`src/rtl/fifo_pkg.sv`:
```
// Shared helpers for the FIFO family: depth derivation and the per-cycle accept record.
package fifo_pkg;

    function automatic int fifo_depth(input int addr_lines);
        return 1 << addr_lines;
    endfunction

    typedef struct packed {
        logic wr;
        logic rd;
    } fifo_acc_t;

endpackage

```
`src/rtl/sync_fifo_mem.sv`:
```
// FIFO storage: one synchronous write port, one asynchronous read port, contents never reset.
module sync_fifo_mem
    import fifo_pkg::*;
#(
    parameter int DATA_LINES = 8,
    parameter int ADDR_LINES = 8
) (
    input  logic                  clk,
    input  logic                  wen,
    input  logic [ADDR_LINES-1:0] waddr,
    input  logic [DATA_LINES-1:0] wdata,
    input  logic [ADDR_LINES-1:0] raddr,
    output logic [DATA_LINES-1:0] rdata
);

    localparam int DEPTH = fifo_depth(ADDR_LINES);

    logic [DATA_LINES-1:0] mem [DEPTH];

    always_ff @(posedge clk) begin
        if (wen) begin
            mem[waddr] <= wdata;
        end
    end

    assign rdata = mem[raddr];

endmodule

```
`src/rtl/sync_fifo_prog.sv`:
```
// Single-clock FIFO with occupancy count, live programmable almost flags, sticky errors,
// synchronous flush and a build-time choice of registered or fall-through read.
module sync_fifo_prog
    import fifo_pkg::*;
#(
    parameter int DATA_LINES = 8,
    parameter int ADDR_LINES = 8,
    parameter bit FWFT       = 1'b0
) (
    input  logic                  clk,
    input  logic                  rst,
    input  logic                  winc,
    input  logic [DATA_LINES-1:0] wdata,
    input  logic                  rinc,
    input  logic                  flush,
    input  logic [ADDR_LINES:0]   afull_thresh,
    input  logic [ADDR_LINES:0]   aempty_thresh,
    output logic [DATA_LINES-1:0] rdata,
    output logic                  rvalid,
    output logic                  wfull,
    output logic                  rempty,
    output logic                  almost_full,
    output logic                  almost_empty,
    output logic [ADDR_LINES:0]   count,
    output logic                  overflow,
    output logic                  underflow
);

    localparam int                    DEPTH     = fifo_depth(ADDR_LINES);
    localparam logic [ADDR_LINES:0]   DEPTH_CNT = (ADDR_LINES+1)'(DEPTH);
    localparam logic [ADDR_LINES:0]   ONE_CNT   = (ADDR_LINES+1)'(1);
    localparam logic [ADDR_LINES-1:0] ONE_PTR   = ADDR_LINES'(1);

    logic [ADDR_LINES-1:0] wptr;
    logic [ADDR_LINES-1:0] rptr;
    logic [ADDR_LINES:0]   cnt;
    logic [DATA_LINES-1:0] mem_rd;
    fifo_acc_t             acc;

    assign count        = cnt;
    assign wfull        = (cnt == DEPTH_CNT);
    assign rempty       = (cnt == '0);
    assign almost_full  = (cnt >= afull_thresh);
    assign almost_empty = (cnt <= aempty_thresh);

    // Flush swallows both requests so nothing moves and no error is flagged that cycle.
    always_comb begin
        acc    = '0;
        acc.wr = winc && !wfull && !flush;
        acc.rd = rinc && !rempty && !flush;
    end

    always_ff @(posedge clk) begin
        if (rst || flush) begin
            wptr      <= '0;
            rptr      <= '0;
            cnt       <= '0;
            overflow  <= 1'b0;
            underflow <= 1'b0;
        end else begin
            if (acc.wr) wptr <= wptr + ONE_PTR;
            if (acc.rd) rptr <= rptr + ONE_PTR;
            case ({acc.wr, acc.rd})
                2'b10:   cnt <= cnt + ONE_CNT;
                2'b01:   cnt <= cnt - ONE_CNT;
                default: cnt <= cnt;
            endcase
            if (winc && wfull)  overflow  <= 1'b1;
            if (rinc && rempty) underflow <= 1'b1;
        end
    end

    sync_fifo_mem #(
        .DATA_LINES (DATA_LINES),
        .ADDR_LINES (ADDR_LINES)
    ) u_mem (
        .clk   (clk),
        .wen   (acc.wr),
        .waddr (wptr),
        .wdata (wdata),
        .raddr (rptr),
        .rdata (mem_rd)
    );

    generate
        if (FWFT) begin : g_fwft
            assign rdata  = mem_rd;
            assign rvalid = !rempty;
        end else begin : g_reg
            logic [DATA_LINES-1:0] rdata_p1;
            logic                  rvalid_p1;

            // p0 -> p1: head word captured on an accepted pop
            always_ff @(posedge clk) begin
                if (rst) begin
                    rdata_p1  <= '0;
                    rvalid_p1 <= 1'b0;
                end else begin
                    rvalid_p1 <= acc.rd;
                    if (acc.rd) rdata_p1 <= mem_rd;
                end
            end

            assign rdata  = rdata_p1;
            assign rvalid = rvalid_p1;
        end
    endgenerate

endmodule

```
`config.mk`:
```
export PLATFORM = sky130hd
export DESIGN_NAME = sync_fifo_prog
export DESIGN_NICKNAME = d
export VERILOG_FILES = /design/src/rtl/fifo_pkg.sv /design/src/rtl/sync_fifo_mem.sv /design/src/rtl/sync_fifo_prog.sv
export SDC_FILE = /design/constraint.sdc
export NUM_CORES = 2
export LEC_CHECK = 0
export CAP_MARGIN = 20
export CORE_MARGIN = 2
export CORE_UTILIZATION = 52
export DETAILED_ROUTE_END_ITERATION = 8
export PLACE_DENSITY = 0.68
export SYNTH_ARGS = -nofsm -noshare
export SYNTH_HDL_FRONTEND = slang
export SYNTH_HIERARCHICAL = 1
export SYNTH_SLANG_ARGS = --single-unit
```
`constraint.sdc`:
```
create_clock -name clk -period 5.8 [get_ports clk]
set_input_delay 0.58 -clock clk [delete_from_list [all_inputs] [get_ports clk]]
set_output_delay 0.58 -clock clk [all_outputs]
set_load 0.01 [all_outputs]
```
Yosys cells after proc, flatten, opt, wreduce, memory -nomap -nowiden --
Memory sizes are Yosys's and may differ from the RTL's. A register that Yosys moved wholly into a read port is not among the register bits. Cells that the tools add are included. Widths: inputs -> output; s select.
Operators by class: equal/unequal tests 3, mux-type cells 3, add/subtract/negate cells 4, order comparisons 2, reduce and logical (&&, ||, !) cells 12
Operators with widths (count):
- $pmux 9 s2 | 1
- $add 8x1->8 const B | 2
- $add 9x1->9 const B | 1
- $eq 9x9->1 const B | 1
- $ge 9x9->1 | 1
- $le 9x9->1 | 1
- $logic_not 9->1 | 1
- $sub 9x1->9 const B | 1
- $logic_and 1x1->1 | 6
- $logic_not 1->1 | 3
- $eq 2x1->1 const B | 1
- $eq 2x2->1 const B | 1
- $mux 1 | 2
- $reduce_bool 2->1 | 1
- $logic_or 1x1->1 | 1
Storage, ports and cells: memory bits (writable) 2048, input bits 31, logic and storage cells 31, output and inout bits 24, memories 1, bits in registers 28
Memories:
- u_mem.mem | depth 256, bits a word 8, read ports 1, clocked after memory_dff 1, write ports 1, RTL line sync_fifo_mem.sv:18 | logic [DATA_LINES-1:0] mem [DEPTH];

Logic depth before layout (Yosys ltp) --
depth in word-level cells 6, mapped depth 13, mapped depth without buffers 10

By module --
The synthesis kept the hierarchy.
Modules (own cells, without submodules):
- sync_fifo_mem | cells an instance 3725, area each 79396.1 um^2, instances 1, seq. area each 61499.0 um^2
- sync_fifo_prog | cells an instance 253, area each 2225.9 um^2, instances 1, seq. area each 720.7 um^2

Least setup slack after synthesis --
No wires, ideal clock.
path kind register to register, from register cnt[3] (netlist: count[3]), to register cnt[8] (netlist: count[8]), stages on the path, launching flop included 11, slack 2.673 ns, data required time 5.665 ns, period minus slack after synthesis 3.127 ns, path buffers 1, arrival time 2.992 ns, library setup time 0.135 ns, path through dfxtp_1 nor4_4 a31oi_2 buf_4 ha_1 fa_1 a211oi_1 o21ai_0 and3_1 o311ai_0 o41ai_1
RTL lines:
- start: declaration | RTL line sync_fifo_prog.sv:36 | logic [ADDR_LINES:0] cnt;
- start signal: assignment | RTL line sync_fifo_prog.sv:64 | 2'b10: cnt <= cnt + ONE_CNT;
- start signal: assignment | RTL line sync_fifo_prog.sv:65 | 2'b01: cnt <= cnt - ONE_CNT;
- start signal: assignment | RTL line sync_fifo_prog.sv:66 | default: cnt <= cnt;

==> flow_summary.ini <==
[final_layout]
final_area_um2 = 90900
finalNonFillerCells = 6323
final_layout_size_suffix_gt1_share_pct = 20.2
seqCellArea_um2 = 62200
multi_input_area_um2 = 17900
nets = 4153
nFillCells = 11200
area_delta_synth_final_pct = 11.3

[synthesis]
synth_area_um2 = 81600
syn_nets = 4038
synthCells = 3978
async_reset_ff_share_pct = 0
ys_seq_elements = 2084
synth_top_cell_by_area = edfxtp_1
synth_edf_count = 2048
synth_most_common_cell = edfxtp_1
synthTopCellsByCount = edfxtp_1, mux4_2, nor2_1
syn_avg_cell_area_um2 = 20.5
synth_ff_type = edfxtp_1
yosysWarnings = 6
synth_cell_types = 72
ys_seq_area_share_pct = 76.2
synth_top_area_share_pct = 75.3
synth_area_leaders = edfxtp_1, mux4_2, mux2i_1, nor2_1, a22oi_1

[setup_path]
crit_required_ns = 6.46
end_kind = register
cp-start-kind = register
crit_type = register to register
r2r_slack_ns = 1.34
crit_fanout = 43
r2r-end = rdata[5]$_SDFFE_PP0P_
ff2ff_path_depth = 10
critPathArrivalTime_ns = 5.12
r2r-start = rptr[0]$_SDFFE_PP0P_

[hold_path]
holdPathStages = 1
hp-class = input pin to register
holdPathEnd = u_mem/mem[145][0]$_DFFE_PP_
hold_start = wdata[0]

[global_route]
grt_max_degree = 169
overflow = 0
grt.total_usage_pct = 24.7
grt_pass1_wl_um = 284000
antenna_found_initial = 1
grt_pass1_vias = 40300

[sta]
fin_crit_ns = 4.46
fin_ws_ns = 1.34
finalCritPeriodShare_pct = 76.9
max-slew-margin-rel_pct = 21.0
hold_viol_final = 0
finalMaxSlewViolations = 0
tns_ns = 0
max_freq_ghz = 0.224
rsz0062_at_grt = false
finalClockSkew_ns = 0.0363
tightest_slew_ns = 1.17
setup-violations-final = 0

[routing]
avgRoutedWirePerCell_um = 31.0
dr.pass1.iters = 5
ant_nets = 0
drt_iter0_markers = 5418
drcViolationCount = 0
num_vias = 40700
via_per_inst = 6.44
wl_um = 196000

[die]
rows = 145
start_util_pct = 52.3
die_h_um = 400
coreArea_um2 = 156000
dieArea_um2 = 160000
die_x_um = 400
io_pins = 55

[power]
seqPwrFrac_pct = 55.4
leakage_nw = 27.0
p_clk_share_pct = 43.1
total_power_mw = 29.8
power_density_nw_per_um2 = 328
net-switching-power_mw = 5.78
combPwrFrac_pct = 1.5
p_int_mw = 24.1
switching_share_pct = 19.4
peakVddDrop_v = 0.000234

[clocking]
clkTransAtPathRegs_ns = 0.06
postCtsSetupBuffers = 0
root_buffer = clkbuf_16
clock_latency_ns = 0.83
cts_resized = 0
cts_tree = done
ctsLongestPathBuffers = 3
cts_made_buffers = 200
htree_levels = 4
cts.sinks = 2084
ctsHoldBuffers = 0

[placement]
hpwl_um = 118000
place_area_um2 = 84300
dp.cells = 5946
port-buffer-count = 54
dp_worst_setup_slack_ns = 1.26
gp_congestion = 0.889

[outcome]
run_status = complete, no violations

[flow_run]
cap_viol_max_count = 0
## stage by stage
step | hold WS, ns | utilization, %
CTS | 0.248 | 58.2
detailed placement | 0.463 | 54.1
global route | 0.241 | 58.2
finish | 0.251 | 58.2
floorplan | 0.500 | -
global placement | 0.458 | 54.0
## power by group through the flow
stage	clock network (mW)	logic [mW]	registers (mW)
4_1_cts	13.0	0.442	16.5
6_report	12.9	0.433	16.5
3_5_place_dp	0	0.443	16.9
5_1_grt	13.6	0.470	16.5
3_3_place_gp	0	0.427	16.9
2_1_floorplan	0	0.117	16.9
## cells in the final DEF, fill, tap and decap left out, types with 52 or more instances in the layout
cell type  count
edfxtp_1    2048
mux4_2       454
nor2_1       315
clkbuf_16    206
mux2i_1      146
a22oi_1      133
a21oi_1      110
buf_4         73
clkbuf_1      55
clkinv_1      52
## how the worst max path moves through the flow
stage                                from                    end  slack [ns]  cells after the start
floorplan           count[3]$_SDFFE_PP0P_  count[8]$_SDFFE_PP0P_        2.67                     10
global placement     rptr[0]$_SDFFE_PP0P_  rdata[4]$_SDFFE_PP0P_        0.70                     10
detailed placement   rptr[0]$_SDFFE_PP0P_  rdata[5]$_SDFFE_PP0P_        1.26                     10
CTS                  rptr[0]$_SDFFE_PP0P_  rdata[5]$_SDFFE_PP0P_        1.26                     10
global route         rptr[0]$_SDFFE_PP0P_  rdata[5]$_SDFFE_PP0P_        1.15                     10
finish               rptr[0]$_SDFFE_PP0P_  rdata[5]$_SDFFE_PP0P_        1.34                     10
## layer usage
layer	track usage, %	routed length (um)
met5	0	8
met4	6.86	5180
met3	5.02	18700
met2	38.8	94000
met1	35.7	77900
## worst max-delay path: stages, from the launching register on
cell and delay, ns:
dfxtp_4 0.75, buf_12 0.29, buf_12 0.35, mux4_2 0.55, a22o_1 0.24, a221oi_1 0.54
o32ai_1 0.19, nor3_1 0.88, nor4_1 0.16, mux2i_1 0.18, nor2_1 0.06
## cell type report
cell class	count	share of cell area, %
clock inverter	109	1.18
sequential	2084	68.5
inverter	24	0.0991
clock buffer	264	5.94
multi-input combinational	1630	19.7
tap	2058	2.83
timing repair buffer	153	1.78
antenna	1	0.00275
## cell families after synthesis
logic type	share of synthesized area, %
buffers and inverters	1.92
AOI/OAI and AO/OA	3.69
DFF	76.2
and+or+nand+nor	3.13
muxes	14.4
xor gates and xnor gates	0.182
adders and majority gates	0.454
## flip-flops by register name (all words and copies together), names as in the netlist
| name | count |
|---|---|
| rdata | 8 |
| overflow | 1 |
| wptr | 8 |
| rptr | 8 |
| u_mem/mem | 2048 |
| rvalid | 1 |
| count | 9 |
| underflow | 1 |
Note: power is estimated with default switching activity, not from simulation.
